File: config.mk
export PLATFORM = sky130hd
export DESIGN_NAME = lego_hdr_codec
export DESIGN_NICKNAME = d
export VERILOG_FILES = /design/src/rtl/lego_hdr_codec.sv
export SDC_FILE = /design/constraint.sdc
export NUM_CORES = 2
export LEC_CHECK = 0
export BUFFER_PORTS_ARGS = -buffer_cell sky130_fd_sc_hd__buf_2
export CAP_MARGIN = 20
export CORE_AREA = 3 3 424 426
export DETAILED_ROUTE_END_ITERATION = 8
export DIE_AREA = 0 0 427 429
export GPL_TIMING_DRIVEN = 1
export PLACE_DENSITY = 0.8
export SYNTH_ARGS = -nofsm -noshare
export SYNTH_HDL_FRONTEND = slang
export SYNTH_SLANG_ARGS = --single-unit
File: constraint.sdc
create_clock -name apclk -period 27.4 [get_ports apclk]
set_input_delay 5.48 -clock apclk [delete_from_list [all_inputs] [get_ports apclk]]
set_output_delay 5.48 -clock apclk [all_outputs]
set_load 0.01 [all_outputs]
File: src/rtl/lego_hdr_codec.sv
// Lego header codec: strips a per-channel header from every net frame and
// prepends the stored header of the matching channel to buffered app frames.
//
// state   | meaning
// RX_HDR  | collecting header beats into the shadow buffer
// RX_PAY  | passing payload straight through to toApp
// TX_IDLE | waiting for a buffered app frame
// TX_HDR  | emitting the snapshot header
// TX_PAY  | forwarding buffered payload beats
// TX_DROP | discarding a frame whose channel has no header
module lego_hdr_codec #(
  parameter int DW         = 64,
  parameter int UW         = 64,
  parameter int HDR_BEATS  = 3,
  parameter int NUM_CH     = 4,
  parameter int FIFO_DEPTH = 8,
  parameter int CNT_W      = 32
) (
  input  logic              apclk,
  input  logic              apresetn,
  input  logic [DW-1:0]     fromNet_axis_tdata,
  input  logic [DW/8-1:0]   fromNet_axis_tkeep,
  input  logic [UW-1:0]     fromNet_axis_tuser,
  input  logic              fromNet_axis_tlast,
  input  logic              fromNet_axis_tvalid,
  output logic              fromNet_axis_tready,
  output logic [DW-1:0]     toApp_axis_tdata,
  output logic [DW/8-1:0]   toApp_axis_tkeep,
  output logic [UW-1:0]     toApp_axis_tuser,
  output logic              toApp_axis_tlast,
  output logic              toApp_axis_tvalid,
  input  logic              toApp_axis_tready,
  input  logic [DW-1:0]     fromApp_axis_tdata,
  input  logic [DW/8-1:0]   fromApp_axis_tkeep,
  input  logic [UW-1:0]     fromApp_axis_tuser,
  input  logic              fromApp_axis_tlast,
  input  logic              fromApp_axis_tvalid,
  output logic              fromApp_axis_tready,
  output logic [DW-1:0]     toNet_axis_tdata,
  output logic [DW/8-1:0]   toNet_axis_tkeep,
  output logic [UW-1:0]     toNet_axis_tuser,
  output logic              toNet_axis_tlast,
  output logic              toNet_axis_tvalid,
  input  logic              toNet_axis_tready,
  output logic [NUM_CH-1:0] hdr_valid,
  output logic [CNT_W-1:0]  rx_frames,
  output logic [CNT_W-1:0]  rx_runts,
  output logic [CNT_W-1:0]  tx_frames,
  output logic [CNT_W-1:0]  tx_drops
);

  localparam int KW  = DW / 8;
  localparam int CHW = (NUM_CH > 1) ? $clog2(NUM_CH) : 1;
  localparam int HCW = (HDR_BEATS > 1) ? $clog2(HDR_BEATS) : 1;
  localparam int AW  = $clog2(FIFO_DEPTH);
  localparam int FW  = DW + KW + UW + 1;
  localparam logic [HCW-1:0] HDR_LAST = HCW'(HDR_BEATS - 1);

  typedef enum logic {RX_HDR, RX_PAY} rx_state_e;
  typedef enum logic [1:0] {TX_IDLE, TX_HDR, TX_PAY, TX_DROP} tx_state_e;

  function automatic logic ch_in_range(input logic [CHW-1:0] ch);
    return ({{(32-CHW){1'b0}}, ch} < 32'(NUM_CH));
  endfunction

  function automatic logic [CNT_W-1:0] sat_inc(input logic [CNT_W-1:0] v);
    return (&v) ? v : v + 1'b1;
  endfunction

  // ---------------- RX path ----------------
  rx_state_e         rx_q, rx_d;
  logic [HCW-1:0]    rx_cnt_q, rx_cnt_d;
  logic [CHW-1:0]    rx_ch_q, rx_ch_d;
  logic [NUM_CH-1:0] hdr_valid_q, hdr_valid_d;
  logic [CNT_W-1:0]  rx_frames_q, rx_frames_d, rx_runts_q, rx_runts_d;
  logic [DW-1:0]     shadow_q [HDR_BEATS];
  logic [DW-1:0]     hdr_tbl_q [NUM_CH][HDR_BEATS];
  logic              rx_beat, rx_hdr_beat, rx_commit;
  logic [CHW-1:0]    rx_ch_cur;

  assign fromNet_axis_tready = (rx_q == RX_PAY) ? toApp_axis_tready : 1'b1;
  assign toApp_axis_tvalid   = (rx_q == RX_PAY) & fromNet_axis_tvalid;
  assign toApp_axis_tdata    = fromNet_axis_tdata;
  assign toApp_axis_tkeep    = fromNet_axis_tkeep;
  assign toApp_axis_tuser    = fromNet_axis_tuser;
  assign toApp_axis_tlast    = fromNet_axis_tlast;

  assign rx_beat     = fromNet_axis_tvalid & fromNet_axis_tready;
  assign rx_hdr_beat = (rx_q == RX_HDR) & rx_beat;
  // The channel comes from beat 0, which may also be the final header beat.
  assign rx_ch_cur   = (rx_cnt_q == '0) ? fromNet_axis_tuser[CHW-1:0] : rx_ch_q;
  assign rx_commit   = rx_hdr_beat & (rx_cnt_q == HDR_LAST) & ~fromNet_axis_tlast
                       & ch_in_range(rx_ch_cur);

  always_comb begin
    rx_d        = rx_q;
    rx_cnt_d    = rx_cnt_q;
    rx_ch_d     = rx_ch_q;
    hdr_valid_d = hdr_valid_q;
    rx_frames_d = rx_frames_q;
    rx_runts_d  = rx_runts_q;
    case (rx_q)
      RX_HDR: begin
        if (rx_beat) begin
          if (rx_cnt_q == '0) rx_ch_d = fromNet_axis_tuser[CHW-1:0];
          if (fromNet_axis_tlast) begin
            rx_cnt_d   = '0;
            rx_runts_d = sat_inc(rx_runts_q);
          end else if (rx_cnt_q == HDR_LAST) begin
            rx_cnt_d = '0;
            rx_d     = RX_PAY;
            if (rx_commit) hdr_valid_d[rx_ch_cur] = 1'b1;
            else           rx_runts_d = sat_inc(rx_runts_q);
          end else begin
            rx_cnt_d = rx_cnt_q + 1'b1;
          end
        end
      end
      RX_PAY: begin
        if (rx_beat && fromNet_axis_tlast) begin
          rx_d        = RX_HDR;
          rx_frames_d = sat_inc(rx_frames_q);
        end
      end
      default: rx_d = RX_HDR;
    endcase
  end

  always_ff @(posedge apclk or negedge apresetn) begin
    if (!apresetn) begin
      rx_q        <= RX_HDR;
      rx_cnt_q    <= '0;
      rx_ch_q     <= '0;
      hdr_valid_q <= '0;
      rx_frames_q <= '0;
      rx_runts_q  <= '0;
    end else begin
      rx_q        <= rx_d;
      rx_cnt_q    <= rx_cnt_d;
      rx_ch_q     <= rx_ch_d;
      hdr_valid_q <= hdr_valid_d;
      rx_frames_q <= rx_frames_d;
      rx_runts_q  <= rx_runts_d;
    end
  end

  // Final header beat goes straight into the table so the commit takes one cycle.
  always_ff @(posedge apclk) begin
    if (rx_hdr_beat) shadow_q[rx_cnt_q] <= fromNet_axis_tdata;
    if (rx_commit) begin
      for (int b = 0; b < HDR_BEATS - 1; b++) hdr_tbl_q[rx_ch_cur][b] <= shadow_q[b];
      hdr_tbl_q[rx_ch_cur][HDR_BEATS-1] <= fromNet_axis_tdata;
    end
  end

  // ---------------- App buffer ----------------
  logic [AW:0]    wr_ptr_q, rd_ptr_q;
  logic [FW-1:0]  fifo_mem_q [FIFO_DEPTH];
  logic           fifo_full, fifo_empty, fifo_wr, fifo_rd;
  logic [DW-1:0]  head_data;
  logic [KW-1:0]  head_keep;
  logic [UW-1:0]  head_user;
  logic           head_last;

  assign fifo_empty = (wr_ptr_q == rd_ptr_q);
  assign fifo_full  = (wr_ptr_q[AW] != rd_ptr_q[AW]) && (wr_ptr_q[AW-1:0] == rd_ptr_q[AW-1:0]);
  assign fromApp_axis_tready = ~fifo_full;
  assign fifo_wr = fromApp_axis_tvalid & ~fifo_full;
  assign {head_data, head_keep, head_user, head_last} = fifo_mem_q[rd_ptr_q[AW-1:0]];

  always_ff @(posedge apclk) begin
    if (fifo_wr)
      fifo_mem_q[wr_ptr_q[AW-1:0]] <= {fromApp_axis_tdata, fromApp_axis_tkeep,
                                       fromApp_axis_tuser, fromApp_axis_tlast};
  end

  always_ff @(posedge apclk or negedge apresetn) begin
    if (!apresetn) begin
      wr_ptr_q <= '0;
      rd_ptr_q <= '0;
    end else begin
      if (fifo_wr) wr_ptr_q <= wr_ptr_q + 1'b1;
      if (fifo_rd) rd_ptr_q <= rd_ptr_q + 1'b1;
    end
  end

  // ---------------- TX path ----------------
  tx_state_e        tx_q, tx_d;
  logic [HCW-1:0]   tx_cnt_q, tx_cnt_d;
  logic [UW-1:0]    tx_user_q, tx_user_d;
  logic [DW-1:0]    snap_q [HDR_BEATS];
  logic             snap_load;
  logic             out_valid_q, out_valid_d, out_last_q, out_last_d;
  logic [DW-1:0]    out_data_q, out_data_d;
  logic [KW-1:0]    out_keep_q, out_keep_d;
  logic [UW-1:0]    out_user_q, out_user_d;
  logic [CNT_W-1:0] tx_frames_q, tx_frames_d, tx_drops_q, tx_drops_d;
  logic             can_load, head_ok;
  logic [CHW-1:0]   head_ch;

  assign can_load = ~out_valid_q | toNet_axis_tready;
  assign head_ch  = head_user[CHW-1:0];
  assign head_ok  = ch_in_range(head_ch) && hdr_valid_q[head_ch];

  always_comb begin
    tx_d        = tx_q;
    tx_cnt_d    = tx_cnt_q;
    tx_user_d   = tx_user_q;
    snap_load   = 1'b0;
    fifo_rd     = 1'b0;
    out_valid_d = out_valid_q;
    out_data_d  = out_data_q;
    out_keep_d  = out_keep_q;
    out_user_d  = out_user_q;
    out_last_d  = out_last_q;
    tx_frames_d = (out_valid_q && toNet_axis_tready && out_last_q) ? sat_inc(tx_frames_q)
                                                                   : tx_frames_q;
    tx_drops_d  = tx_drops_q;
    if (can_load) out_valid_d = 1'b0;
    case (tx_q)
      TX_IDLE: begin
        if (!fifo_empty) begin
          tx_user_d = head_user;
          tx_cnt_d  = '0;
          if (head_ok) begin
            snap_load = 1'b1;
            tx_d      = TX_HDR;
          end else begin
            tx_d = TX_DROP;
          end
        end
      end
      TX_HDR: begin
        if (can_load) begin
          out_valid_d = 1'b1;
          out_data_d  = snap_q[tx_cnt_q];
          out_keep_d  = '1;
          out_user_d  = tx_user_q;
          out_last_d  = 1'b0;
          if (tx_cnt_q == HDR_LAST) begin
            tx_cnt_d = '0;
            tx_d     = TX_PAY;
          end else begin
            tx_cnt_d = tx_cnt_q + 1'b1;
          end
        end
      end
      TX_PAY: begin
        if (can_load && !fifo_empty) begin
          fifo_rd     = 1'b1;
          out_valid_d = 1'b1;
          out_data_d  = head_data;
          out_keep_d  = head_keep;
          out_user_d  = head_user;
          out_last_d  = head_last;
          if (head_last) tx_d = TX_IDLE;
        end
      end
      TX_DROP: begin
        if (!fifo_empty) begin
          fifo_rd = 1'b1;
          if (head_last) begin
            tx_drops_d = sat_inc(tx_drops_q);
            tx_d       = TX_IDLE;
          end
        end
      end
      default: tx_d = TX_IDLE;
    endcase
  end

  always_ff @(posedge apclk or negedge apresetn) begin
    if (!apresetn) begin
      tx_q        <= TX_IDLE;
      tx_cnt_q    <= '0;
      tx_user_q   <= '0;
      out_valid_q <= 1'b0;
      out_data_q  <= '0;
      out_keep_q  <= '0;
      out_user_q  <= '0;
      out_last_q  <= 1'b0;
      tx_frames_q <= '0;
      tx_drops_q  <= '0;
    end else begin
      tx_q        <= tx_d;
      tx_cnt_q    <= tx_cnt_d;
      tx_user_q   <= tx_user_d;
      out_valid_q <= out_valid_d;
      out_data_q  <= out_data_d;
      out_keep_q  <= out_keep_d;
      out_user_q  <= out_user_d;
      out_last_q  <= out_last_d;
      tx_frames_q <= tx_frames_d;
      tx_drops_q  <= tx_drops_d;
    end
  end

  // Snapshot reads the pre-edge table, so a same-cycle RX commit is not seen.
  always_ff @(posedge apclk) begin
    if (snap_load)
      for (int b = 0; b < HDR_BEATS; b++) snap_q[b] <= hdr_tbl_q[head_ch][b];
  end

  assign toNet_axis_tvalid = out_valid_q;
  assign toNet_axis_tdata  = out_data_q;
  assign toNet_axis_tkeep  = out_keep_q;
  assign toNet_axis_tuser  = out_user_q;
  assign toNet_axis_tlast  = out_last_q;

  assign hdr_valid = hdr_valid_q;
  assign rx_frames = rx_frames_q;
  assign rx_runts  = rx_runts_q;
  assign tx_frames = tx_frames_q;
  assign tx_drops  = tx_drops_q;

endmodule
==> Implementation_results.wiki <==
{| class="wikitable"
! Metric !! Value
|-
| Proportion of synthesized chip area in sequential cells || approximately three quarters
|-
| Worst setup startpoint || fromNet_axis_tvalid
|-
| Initial Utilization || 55.1%
|-
| Cells on worst reg2reg path || 8
|-
| Largest area contributor in the netlist || sky130_fd_sc_hd__edfxtp_1
|-
| Buffer levels on the longest clock path || 3
|-
| Fmax achieved || 87.9 MHz
|-
| Pin count of the biggest net entering global routing || 207
|-
| Count of hold buffers inserted by post-cts repair || 0
|-
| DP HPWL || 126000 um
|-
| Most frequently used cell type in the post-synthesis netlist || sky130_fd_sc_hd__edfxtp_1
|-
| Antenna violations before repair || 70
|-
| Via count of the first global-routing pass || 52300
|-
| Top post-synthesis cells by count || sky130_fd_sc_hd__edfxtp_1, sky130_fd_sc_hd__nand2_1, sky130_fd_sc_hd__dfrtp_1
|-
| Overflow after GRT || 0
|-
| Least setup slack across all paths after layout || 16.03 ns
|-
| # fillers || 12000
|-
| Die Width || 427 um
|-
| MaxCap Viol Count || 0
|-
| CP peak stage delay || 0.16 ns
|-
| TritonCTS clock tree || yes
|-
| Detail-routed net length per standard cell || 24.5 um
|-
| Dpl cell area || around 100000 um^2
|-
| DP Worst Slack || ~16 ns
|-
| Final hold viol count || 0
|-
| Remaining antenna violation count || 0
|-
| Tightest Pin Transition || 1.22 ns
|-
| Vertical die dimension || 429 um
|-
| Top FF cell, synth || sky130_fd_sc_hd__edfxtp_1
|-
| Crit path buf inv count || 2
|-
| Clk sinks || between 2000 and 3000
|-
| Reg-to-Reg Start || rd_ptr_q[0]
|-
| Crit Path Max Fanout || 5
|-
| Critical Path Most Common Cell || sky130_fd_sc_hd__buf_2
|-
| Stages on worst setup path || 3
|-
| Number of levels in the clock H-tree || 4
|-
| Syn Nets || ~6100
|-
| Final setup violation count || 0
|-
| All-Layer GR Usage || a little under a quarter
|-
| Footprint of the flip-flops and latches || 74400 um^2
|-
| Total CTS buffers || 234
|-
| Final cell area excluding filler cells || 109000 um^2
|-
| Number of DRC violations after detailed routing || 0
|-
| Via/cell ratio || ~5.9
|-
| Static Leak || 37.8 nW
|-
| Worst Hold Slack || 0.470 ns
|-
| Core Box Area || 176000 um^2
|-
| Count of cell types in the netlist || 62
|-
| Post-synthesis cell area || 97000 um^2
|-
| Critical path cell sequence || buf_2 > and2_1 > buf_2
|-
| Launching element type of the critical path || primary input
|-
| Total via count in the routed design || 51900
|-
| Synth warn || 0
|-
| Clk_lat worst skew || 0.87 ns
|-
| Relative area change from synthesis to final layout || 12.4%
|-
| Data arrival at the endpoint of the critical path || 5.90 ns
|-
| Overall die area || 183000 um^2
|-
| Post-CTS setup-driven buffer insertion count || 0
|-
| Count of pins over their slew limit || 0
|-
| Min Clock Period, post-route || 11.38 ns
|-
| RSZ-0062 raised after global routing || no
|-
| Data required time at the worst endpoint || 21.92 ns
|-
| Rows || 154
|-
| 1st-iter DRT viols || 5349
|-
| Class of the most critical setup path || primary input to primary output
|-
| Critical path endpoint category || primary output
|-
| Top cells by area in the synthesized netlist || sky130_fd_sc_hd__edfxtp_1, sky130_fd_sc_hd__dfrtp_1, sky130_fd_sc_hd__mux4_2
|-
| Synth top area share || 67.6%
|-
| CTS-repair resized insts || 0
|-
| Area of combinational cells with multiple inputs || 20300 um^2
|-
| Power density cells || around 110 nW/um^2
|-
| Count of mapped cells out of synthesis || 5798
|-
| Detailed Routing Iterations Pass 1 || 6
|-
| Routability Congestion || 0.858
|-
| Number of stages on the worst hold path || 2
|-
| Cell at the slowest stage of the critical path || sky130_fd_sc_hd__and2_1
|-
| Delay-heaviest family, CP || buffers and inverters
|-
| Worst-case clock skew || 0.0455 ns
|-
| Ports || a little under 700
|-
| Sum of negative setup slack || 0 ns
|-
| Clk slew on worst S/H paths || 0.06 ns
|-
| Global-route wire length before repair || 324000 um
|-
| Number of flops mapped to enable cells by yosys || 2184
|-
| CTS root buf || sky130_fd_sc_hd__clkbuf_16
|-
| Proportion of layout cells with a drive suffix above 1 || 20.4%
|-
| Total of buffers placed on input and output ports || approximately 550
|-
| Flip-flop and latch count after synthesis || approximately 2500
|-
| Launch instance of the worst min-delay path || toNet_axis_tuser[39]
|-
| Final #Nets || 6503
|-
| Async set-or-reset flop fraction in the synthesized netlist || between 10% and 20%
|-
| Mapped Avg Cell Area || 16.7 um^2
|-
| Peak supply drop || 0.110 mV
|-
| Result of the run || finished, final reports clean
|-
| Worst slew margin relative to its limit || between 10% and 20%
|-
| Class of the tightest hold or removal check || flop to flop
|-
| Total routed wirelength || 216000 um
|-
| Final period utilization || 41.5%
|}
-- cells in the final DEF (no fill, tap or decap), types with 87 or more instances in the layout --
cell type,n
sky130_fd_sc_hd__dfrtp_1,346
sky130_fd_sc_hd__nand2_1,862
sky130_fd_sc_hd__and2_1,202
sky130_fd_sc_hd__o21ai_0,340
sky130_fd_sc_hd__clkbuf_16,237
sky130_fd_sc_hd__buf_2,548
sky130_fd_sc_hd__mux4_2,266
sky130_fd_sc_hd__edfxtp_1,2184
sky130_fd_sc_hd__nand3_1,92
sky130_fd_sc_hd__a31oi_1,194
sky130_fd_sc_hd__a211oi_1,193
sky130_fd_sc_hd__a21oi_1,87
sky130_fd_sc_hd__mux2i_1,146
-- worst register-to-register path, delay by kind of cell, from the launching register on --
family                 cells  cell delay [ns]
muxes                      3             2.33
DFF                        1             1.00
and+or+nand+nor            1             0.28
buffers and inverters      4             3.17
-- layout make-up --
class / instances / area share [%]
multi-input combinational: 2789 / 18.7
clock inverter: 136 / 1.14
clock buffer: 308 / 5.87
tap: 2340 / 2.69
timing repair buffer: 630 / 3.17
antenna: 52 / 0.119
sequential: 2535 / 68.3
inverter: 22 / 0.0815
-- per-stage QoR --
step / std cells / utilization (%) / total power [mW]
floorplan: 5798 / - / 7.68
global placement: 8315 / 57.4 / 8.63
detailed placement: 8315 / 57.4 / 8.77
CTS: 8759 / 61.8 / 12.0
global route: 8800 / 61.8 / 12.5
finish: 8812 / 61.9 / 11.9
-- worst paths after layout --
path / slack (ns) / to
setup / recovery: 16.03 / toApp_axis_tvalid
hold / removal: 0.47 / toNet_axis_tuser[39]
setup reg to reg: 20.15 / snap_q[2][18]
hold reg to reg: 0.47 / toNet_axis_tuser[39]
max in group asynchronous: 20.38 / tx_cnt_q[0]
min in group asynchronous: 4.62 / tx_frames[27]
-- state kept, by name, summed over array words and instances (netlist names) --
name               count
fifo_mem_q          1096
toNet_axis_tvalid      1
tx_frames             32
tx_drops              32
rx_ch_q                2
toNet_axis_tkeep       8
tx_user_q             64
toNet_axis_tuser      64
tx_q                   2
shadow_q             128
toNet_axis_tdata      64
hdr_tbl_q            768
rx_runts              32
rx_q                   1
tx_cnt_q               2
toNet_axis_tlast       1
rx_frames             32
wr_ptr_q               4
rd_ptr_q               4
rx_cnt_q               2
hdr_valid              4
snap_q               192
-- power breakdown --
group / switching (mW) / leakage (nW) / total, mW / internal [mW]
registers: 0.268 / 24.2 / 5.16 / 4.89
clock network: 1.41 / 3.76 / 3.19 / 1.78
logic: 2.32 / 9.83 / 3.54 / 1.23
-- metal layers --
| metal | share of wire [%] | up-vias | track usage (%) | routed length [um] |
|---|---|---|---|---|
| met5 | 0.043 | - | 0 | 92 |
| met4 | 4.5 | 14 | 11.1 | 9750 |
| met3 | 7.1 | 477 | 4.00 | 15400 |
| met2 | 49 | 2124 | 37.5 | 106000 |
| met1 | 39 | 26500 | 31.8 | 84700 |
| li1 | - | 22900 | - | - |
-- cells by family (layout without fill, tap and decap cells) --
family	after synthesis	after routing	synth area share (%)
AOI/OAI and AO/OA	838	838	5.16
DFF	2535	2535	76.7
adders and majority gates	11	11	0.142
buffers and inverters	474	1096	2.49
xor gates and xnor gates	132	132	1.19
other	0	52	0
and+or+nand+nor	1380	1380	6.42
muxes	428	428	7.89
Note: power is estimated with default switching activity, not from simulation.
